$ cat config.mk
export PLATFORM = sky130hd
export DESIGN_NAME = multi_edge_debouncer
export DESIGN_NICKNAME = d
export VERILOG_FILES = /design/src/rtl/multi_edge_debouncer_debounce_channel.sv /design/src/rtl/multi_edge_debouncer.sv
export SDC_FILE = /design/constraint.sdc
export NUM_CORES = 1
export LEC_CHECK = 0
export BUFFER_PORTS_ARGS = -buffer_cell sky130_fd_sc_hd__buf_2
export CAP_MARGIN = 20
export CORE_UTILIZATION = 55
export DETAILED_ROUTE_END_ITERATION = 6
export PLACE_DENSITY_LB_ADDON = 0.2
export SLEW_MARGIN = 10
export SYNTH_ARGS = -nofsm -noshare
export SYNTH_HDL_FRONTEND = slang
export SYNTH_SLANG_ARGS = --single-unit
$ cat constraint.sdc
create_clock -name clk -period 2.3 [get_ports clk]
set_clock_uncertainty 0.2 [all_clocks]
set_input_delay 0.23 -clock clk [delete_from_list [all_inputs] [get_ports clk]]
set_output_delay 0.23 -clock clk [all_outputs]
set_load 0.03 [all_outputs]
$ cat src/rtl/multi_edge_debouncer_debounce_channel.sv
// debounce_channel: synchronise, debounce and edge-detect one input; ports clk reset_n tick din -> level p_edge n_edge stb_next
module debounce_channel #(
  parameter int SYNC_STAGES = 2,
  parameter int DB_CYCLES = 16
) (
  input  logic clk,
  input  logic reset_n,
  input  logic tick,
  input  logic din,
  output logic level,
  output logic p_edge,
  output logic n_edge,
  output logic stb_next
);
  localparam int CNT_W = $clog2(DB_CYCLES + 1);
  logic [SYNC_STAGES-1:0] sync;
  logic [CNT_W-1:0] cnt;
  logic s;
  assign s = sync[SYNC_STAGES-1];
  assign stb_next = (s != level) && tick && (cnt == CNT_W'(DB_CYCLES - 1));
  always_ff @(posedge clk or negedge reset_n)
    if (!reset_n) begin
      sync <= '0;
      cnt <= '0;
      level <= 1'b0;
      p_edge <= 1'b0;
      n_edge <= 1'b0;
    end else begin
      sync <= {sync[SYNC_STAGES-2:0], din};
      cnt <= (s == level || stb_next) ? '0 : tick ? cnt + 1'b1 : cnt;
      level <= stb_next ? s : level;
      p_edge <= stb_next & s;
      n_edge <= stb_next & ~s;
    end
endmodule

$ cat src/rtl/multi_edge_debouncer.sv
// multi_edge_debouncer: CH debounced inputs with edge strobes; ports clk reset_n tick din -> level p_edge n_edge any_edge
module multi_edge_debouncer #(
  parameter int CH = 4,
  parameter int SYNC_STAGES = 2,
  parameter int DB_CYCLES = 16
) (
  input  logic clk,
  input  logic reset_n,
  input  logic tick,
  input  logic [CH-1:0] din,
  output logic [CH-1:0] level,
  output logic [CH-1:0] p_edge,
  output logic [CH-1:0] n_edge,
  output logic any_edge
);
  logic [CH-1:0] stb;
  genvar i;
  for (i = 0; i < CH; i++) begin : g_ch
    debounce_channel #(.SYNC_STAGES(SYNC_STAGES), .DB_CYCLES(DB_CYCLES)) u_ch (
      .clk(clk),
      .reset_n(reset_n),
      .tick(tick),
      .din(din[i]),
      .level(level[i]),
      .p_edge(p_edge[i]),
      .n_edge(n_edge[i]),
      .stb_next(stb[i])
    );
  end
  always_ff @(posedge clk or negedge reset_n)
    if (!reset_n) any_edge <= 1'b0;
    else any_edge <= |stb;
endmodule

Word level (Yosys, flattened, before mapping) --
Index checks and enable logic that the tools add are counted.
Word-level totals: bits in registers 41, bits of input ports 7, output and inout bits 13, logic and storage cells 74
Operators by class: add/subtract/negate cells 4, eq/ne operators 12, mux-type cells 8, bitwise logic cells 12, reduce and logical (&&, ||, !) cells 17
Operators by type and width (number):
- two-way mux 5 bit | 8
- adder 5 x 1 -> 5 bit (second input constant) | 4
- equality test 5 x 4 -> 1 bit (second input constant) | 4
- bitwise AND 1 bit | 8
- logical AND 1 bit | 8
- nonzero test 2 bit | 4
- equality test 1 bit | 4
- logical OR 1 bit | 4
- inequality test 1 bit | 4
- NOT 1 bit | 4
- OR reduction 4 bit | 1

Logic depth before layout (Yosys ltp) --
word-level depth 5, mapped depth 6, depth with buffers taken out 6

Cells and area by module --
From an unflattened synthesis, not the netlist that was laid out.
Second synthesis, totals: cell total of the unflattened synthesis 158, area, all modules 1799.2 µm²
By module, submodules not included:
- debounce_channel | instances 4, cells each 39, area an instance 441.7 µm², sequential area each 250.2 µm²
- multi_edge_debouncer | instances 1, cells each 2, area an instance 32.5 µm², sequential area each 25.0 µm²

Worst setup path after synthesis --
Ideal clock, no wire load.
path kind register to register, start point reg g_ch[1].u_ch.cnt[0], end point reg any_edge, library setup time 0.126 ns, arrival 1.475 ns, data required time 1.974 ns, setup slack 0.499 ns, cell stages (with the launch flop) 7, buffers on the path 0, period minus slack after synthesis 1.801 ns, cells stage by stage dfrtp_1 ha_1 and3_1 ha_1 nand2_1 nor2_1 a311o_1
On the way: longest elaborated chain between the ends 3
RTL lines:
- start: declaration | RTL line multi_edge_debouncer_debounce_channel.sv:17 | logic [CNT_W-1:0] cnt;
- start signal: assignment | RTL line multi_edge_debouncer_debounce_channel.sv:30 | cnt <= (s == level || stb_next) ? '0 : tick ? cnt + 1'b1 : cnt;
- equality test 5 x 4 -> 1 bit | RTL line multi_edge_debouncer_debounce_channel.sv:20 | assign stb_next = (s != level) && tick && (cnt == CNT_W'(DB_CYCLES - 1));
- logical AND 1 bit | RTL line multi_edge_debouncer_debounce_channel.sv:20
- OR reduction 4 bit | RTL line multi_edge_debouncer.sv:32 | else any_edge <= |stb;
- end signal: assignment | RTL line multi_edge_debouncer.sv:32
- end: declaration | RTL line multi_edge_debouncer.sv:14 | output logic any_edge
Every way passes these cells. A chain may end at the register's enable or synchronous reset.

Worst setup path after layout --
Same ends and word-level chain as after synthesis.

==> impl_results.md <==
* DR iter-0 viols at 62
* Routed vias at 1188
* Flops & latches, synth at 41
* Clock Tree Buf Depth at 2
* Ant. Diodes at 0
* Static leakage at 0.9798 nW
* Status: complete, no violations
* Synth-to-Final Area Change at 7.625%
* H-tree levels at 2
* Post-Syn Area at 1871 µm²
* Remaining DRCs at 0
* Post-synthesis mux area share at 5.151%
* Critical Path Slowest Stage Cell: dfrtp_1
* Multi-input combinational cell area at 713.2 µm²
* Most used routing layer: met2
* 1st-pass router iterations at 4
* Crit path largest cell delay at 0.43 ns
* Seq/Total Area, Yosys at 54.85%
* Syn. warnings at 0
* Xor-xnor portion of the synthesized cell area at 4.950%
* Synth cell types at 27
* FMAX at 501.5 MHz
* Initial antenna violation count at 0
* Crit path required time at 2.34 ns
* Row count at 20
* Crit-path most repeated cell: ha_1
* Peak supply drop at 0.0004050 V
* Largest net degree at the start of global routing at 42
* Die footprint at 3638 µm²
* Net count, final at 192
* Post-Syn Nets at 177
* HP Class: reg2reg
* Crit Path Max Fanout at 7
* Number of vias per cell at 5.376
* Reg clk slew, reported paths at 0.11 ns
* Hold Slack at 0.1544 ns
* Final Critical Period at 1.994 ns
* Power density cells at 597.3 nW/µm²
* M3 GR Usage at 4.545%
* Crit Path Category: reg2reg
* Final wirelength at 3172 µm
* Endpoints failing hold at 0
* Non-filler cells, final at 221
* GRT overflow at 0
* Met2 Use GR at 34.69%
* Share of the cycle needed by the critical path after routing at 86.70%
* CORE AREA at 3128 µm²
* CP arrival at 2.04 ns
* Layout cells sized above 1 at 17.51%
* Vias in the first global route at 1214
* Top Ports at 20
* # setup viols final at 0
* Syn Area/Cell at 11.55 µm²
* CTS buffer count at 5
* Wire per inst at 14.35 µm
* Die width at 60.32 µm
* Adder and majority cell fraction of the synthesized area at 5.351%
* Detail Route Antenna Nets at 0
* Relative slew slack at 41.18%
* Fill count at 250
* Grt met1 use at 24.35%
* Max cap viols at 0
* Slew Limit Fails at 0
* Crit. End Element: flop
* Cts repair resizes at 0
* Compound-Gate Fraction of Synth Area at 5.953%
* RSZ-0062 raised after global routing: no
* Final core area utilization at 64.36%
* Placed cells at 209
* Sum Neg Setup Slack at 0 ns
* Die Y-Extent at 60.32 µm
* Tightest Pin Transition at 0.8823 ns
* TritonCTS clock tree: done
* Clock root buffer: clkbuf_4
* Post-Synth Simple-Gate Area at 16.72%
* GR Util All Layers at 20.79%
* Largest family of logic cells by synthesized area: simple AND/OR/NAND/NOR gates
* Initial Utilization at 59.80%
* FF+latch area at 1026 µm²
* Dpl hpwl at 2167 µm
* Synth Instances at 162
* Buffers and inverters on the worst path at 0
* CP top delay family: adder cells
* Startpoint Class: flop
* TritonCTS Sinks at 41
* PortBufs at 19
* Clock insertion delay at the later pin of the skew report at 0.35 ns
* Final GP Congestion at 0.8198
* First-pass GRT wire length at 5278 µm
* Crit path cell chain: ha_1, and3_1, ha_1, nand2_1, nor2_1, a311o_1
==> Yosys cell counts <==
master / count / area share, %
a211oi_1: 1 / 0.40
a21oi_1: 11 / 2.9
a311o_1: 1 / 0.54
and3_1: 4 / 1.3
buf_2: 3 / 0.80
buf_4: 13 / 5.2
dfrtp_1: 41 / 55
ha_1: 8 / 5.4
inv_1: 5 / 1.0
mux2_1: 3 / 1.8
mux2_2: 2 / 1.2
mux2i_1: 4 / 2.1
nand2_1: 12 / 2.4
nand3_1: 2 / 0.54
nand3b_1: 4 / 1.6
nand4_1: 2 / 0.67
nor2_1: 13 / 2.6
nor2b_1: 1 / 0.33
nor3_1: 2 / 0.54
nor3b_1: 14 / 5.6
nor4bb_1: 2 / 1.1
o21ai_0: 4 / 1.1
o22ai_1: 1 / 0.33
o31ai_2: 1 / 0.67
xnor2_1: 1 / 0.47
xnor2_2: 3 / 2.6
xor2_1: 4 / 1.9
==> metal layers <==
metal  wire, µm  vias up
li1           -      579
met1       1345      572
met2       1641       28
met3        103        9
met4         80        0
met5          0        -
==> registers in the layout, indices dropped and copies added (netlist names) <==
name / count
g_ch.u_ch.level: 4
any_edge: 1
g_ch.u_ch.n_edge: 4
g_ch.u_ch.cnt: 20
g_ch.u_ch.p_edge: 4
g_ch.u_ch.sync: 8
==> cell usage in the layout, fill, tap and decap left out, drive strengths merged <==
master	count
dfrtp	41
buf	19
nor3b	14
nor2	13
nand2	12
a21oi	11
ha	8
clkbuf	7
inv	5
dlygate4sd3	5
mux2	5
and3	4
xor2	4
mux2i	4
o21ai	4
nand3b	4
xnor2	4
nand4	2
nor4bb	2
nand3	2
nor3	2
o22ai	1
a311o	1
nor2b	1
a211oi	1
o31ai	1
==> layout make-up <==
cell class                      count  share of cell area (%)
Multi-Input combinational cell    100                   35.43
Timing Repair Buffer               24                   7.209
Clock buffer                        7                   2.735
Tap cell                           44                   2.735
Inverter                            5                  0.9323
Sequential cell                    41                   50.96
==> metrics by stage <==
step                 power, W  instance area [µm²]  worst slack (ns)
finish               0.001202                 2013            0.3060
global route         0.001257                 2013            0.1882
CTS                  0.001220                 2013            0.2931
detailed placement  0.0008455                 1908            0.3093
global placement    0.0008357                 1908            0.4060
floorplan           0.0008129                 1871            0.4991
==> path summary, 6_finish.rpt <==
kind	slack, ns	cells after the start	startpoint	to
min	0.15	0	g_ch[2].u_ch.sync[0]	g_ch[2].u_ch.sync[1]
min in group asynchronous	0.33	2	reset_n	g_ch[3].u_ch.n_edge
min reg2reg	0.15	0	g_ch[2].u_ch.sync[0]	g_ch[2].u_ch.sync[1]
max reg2reg	0.31	6	g_ch[1].u_ch.cnt[0]	any_edge
max in group asynchronous	1.01	2	reset_n	g_ch[0].u_ch.cnt[2]
max	0.31	6	g_ch[1].u_ch.cnt[0]	any_edge
==> cells by family (layout without fill, tap and decap cells) <==
family / after synthesis / count (layout)
and+or+nand+nor: 56 / 56
xor gates and xnor gates: 8 / 8
buffers and inverters: 21 / 36
muxes: 9 / 9
AOI/OAI and AO/OA: 19 / 19
DFF: 41 / 41
adders and majority gates: 8 / 8
==> report_power, final <==
group          internal (W)   total, W  switching (W)
Clock              0.000144   0.000366       0.000222
Sequential         0.000739   0.000757      0.0000175
Combinational     0.0000330  0.0000796      0.0000465
Total              0.000917    0.00120       0.000286
==> repair_timing <==
action / 4_1_cts / 5_1_grt
buffers inserted: 0 / 0
endpoints found under the hold margin: 45 / 0
endpoints found under the setup margin: 0 / 0
hold buffers: 5 / 0
No activity file was read; power rests on OpenSTA's default activity.
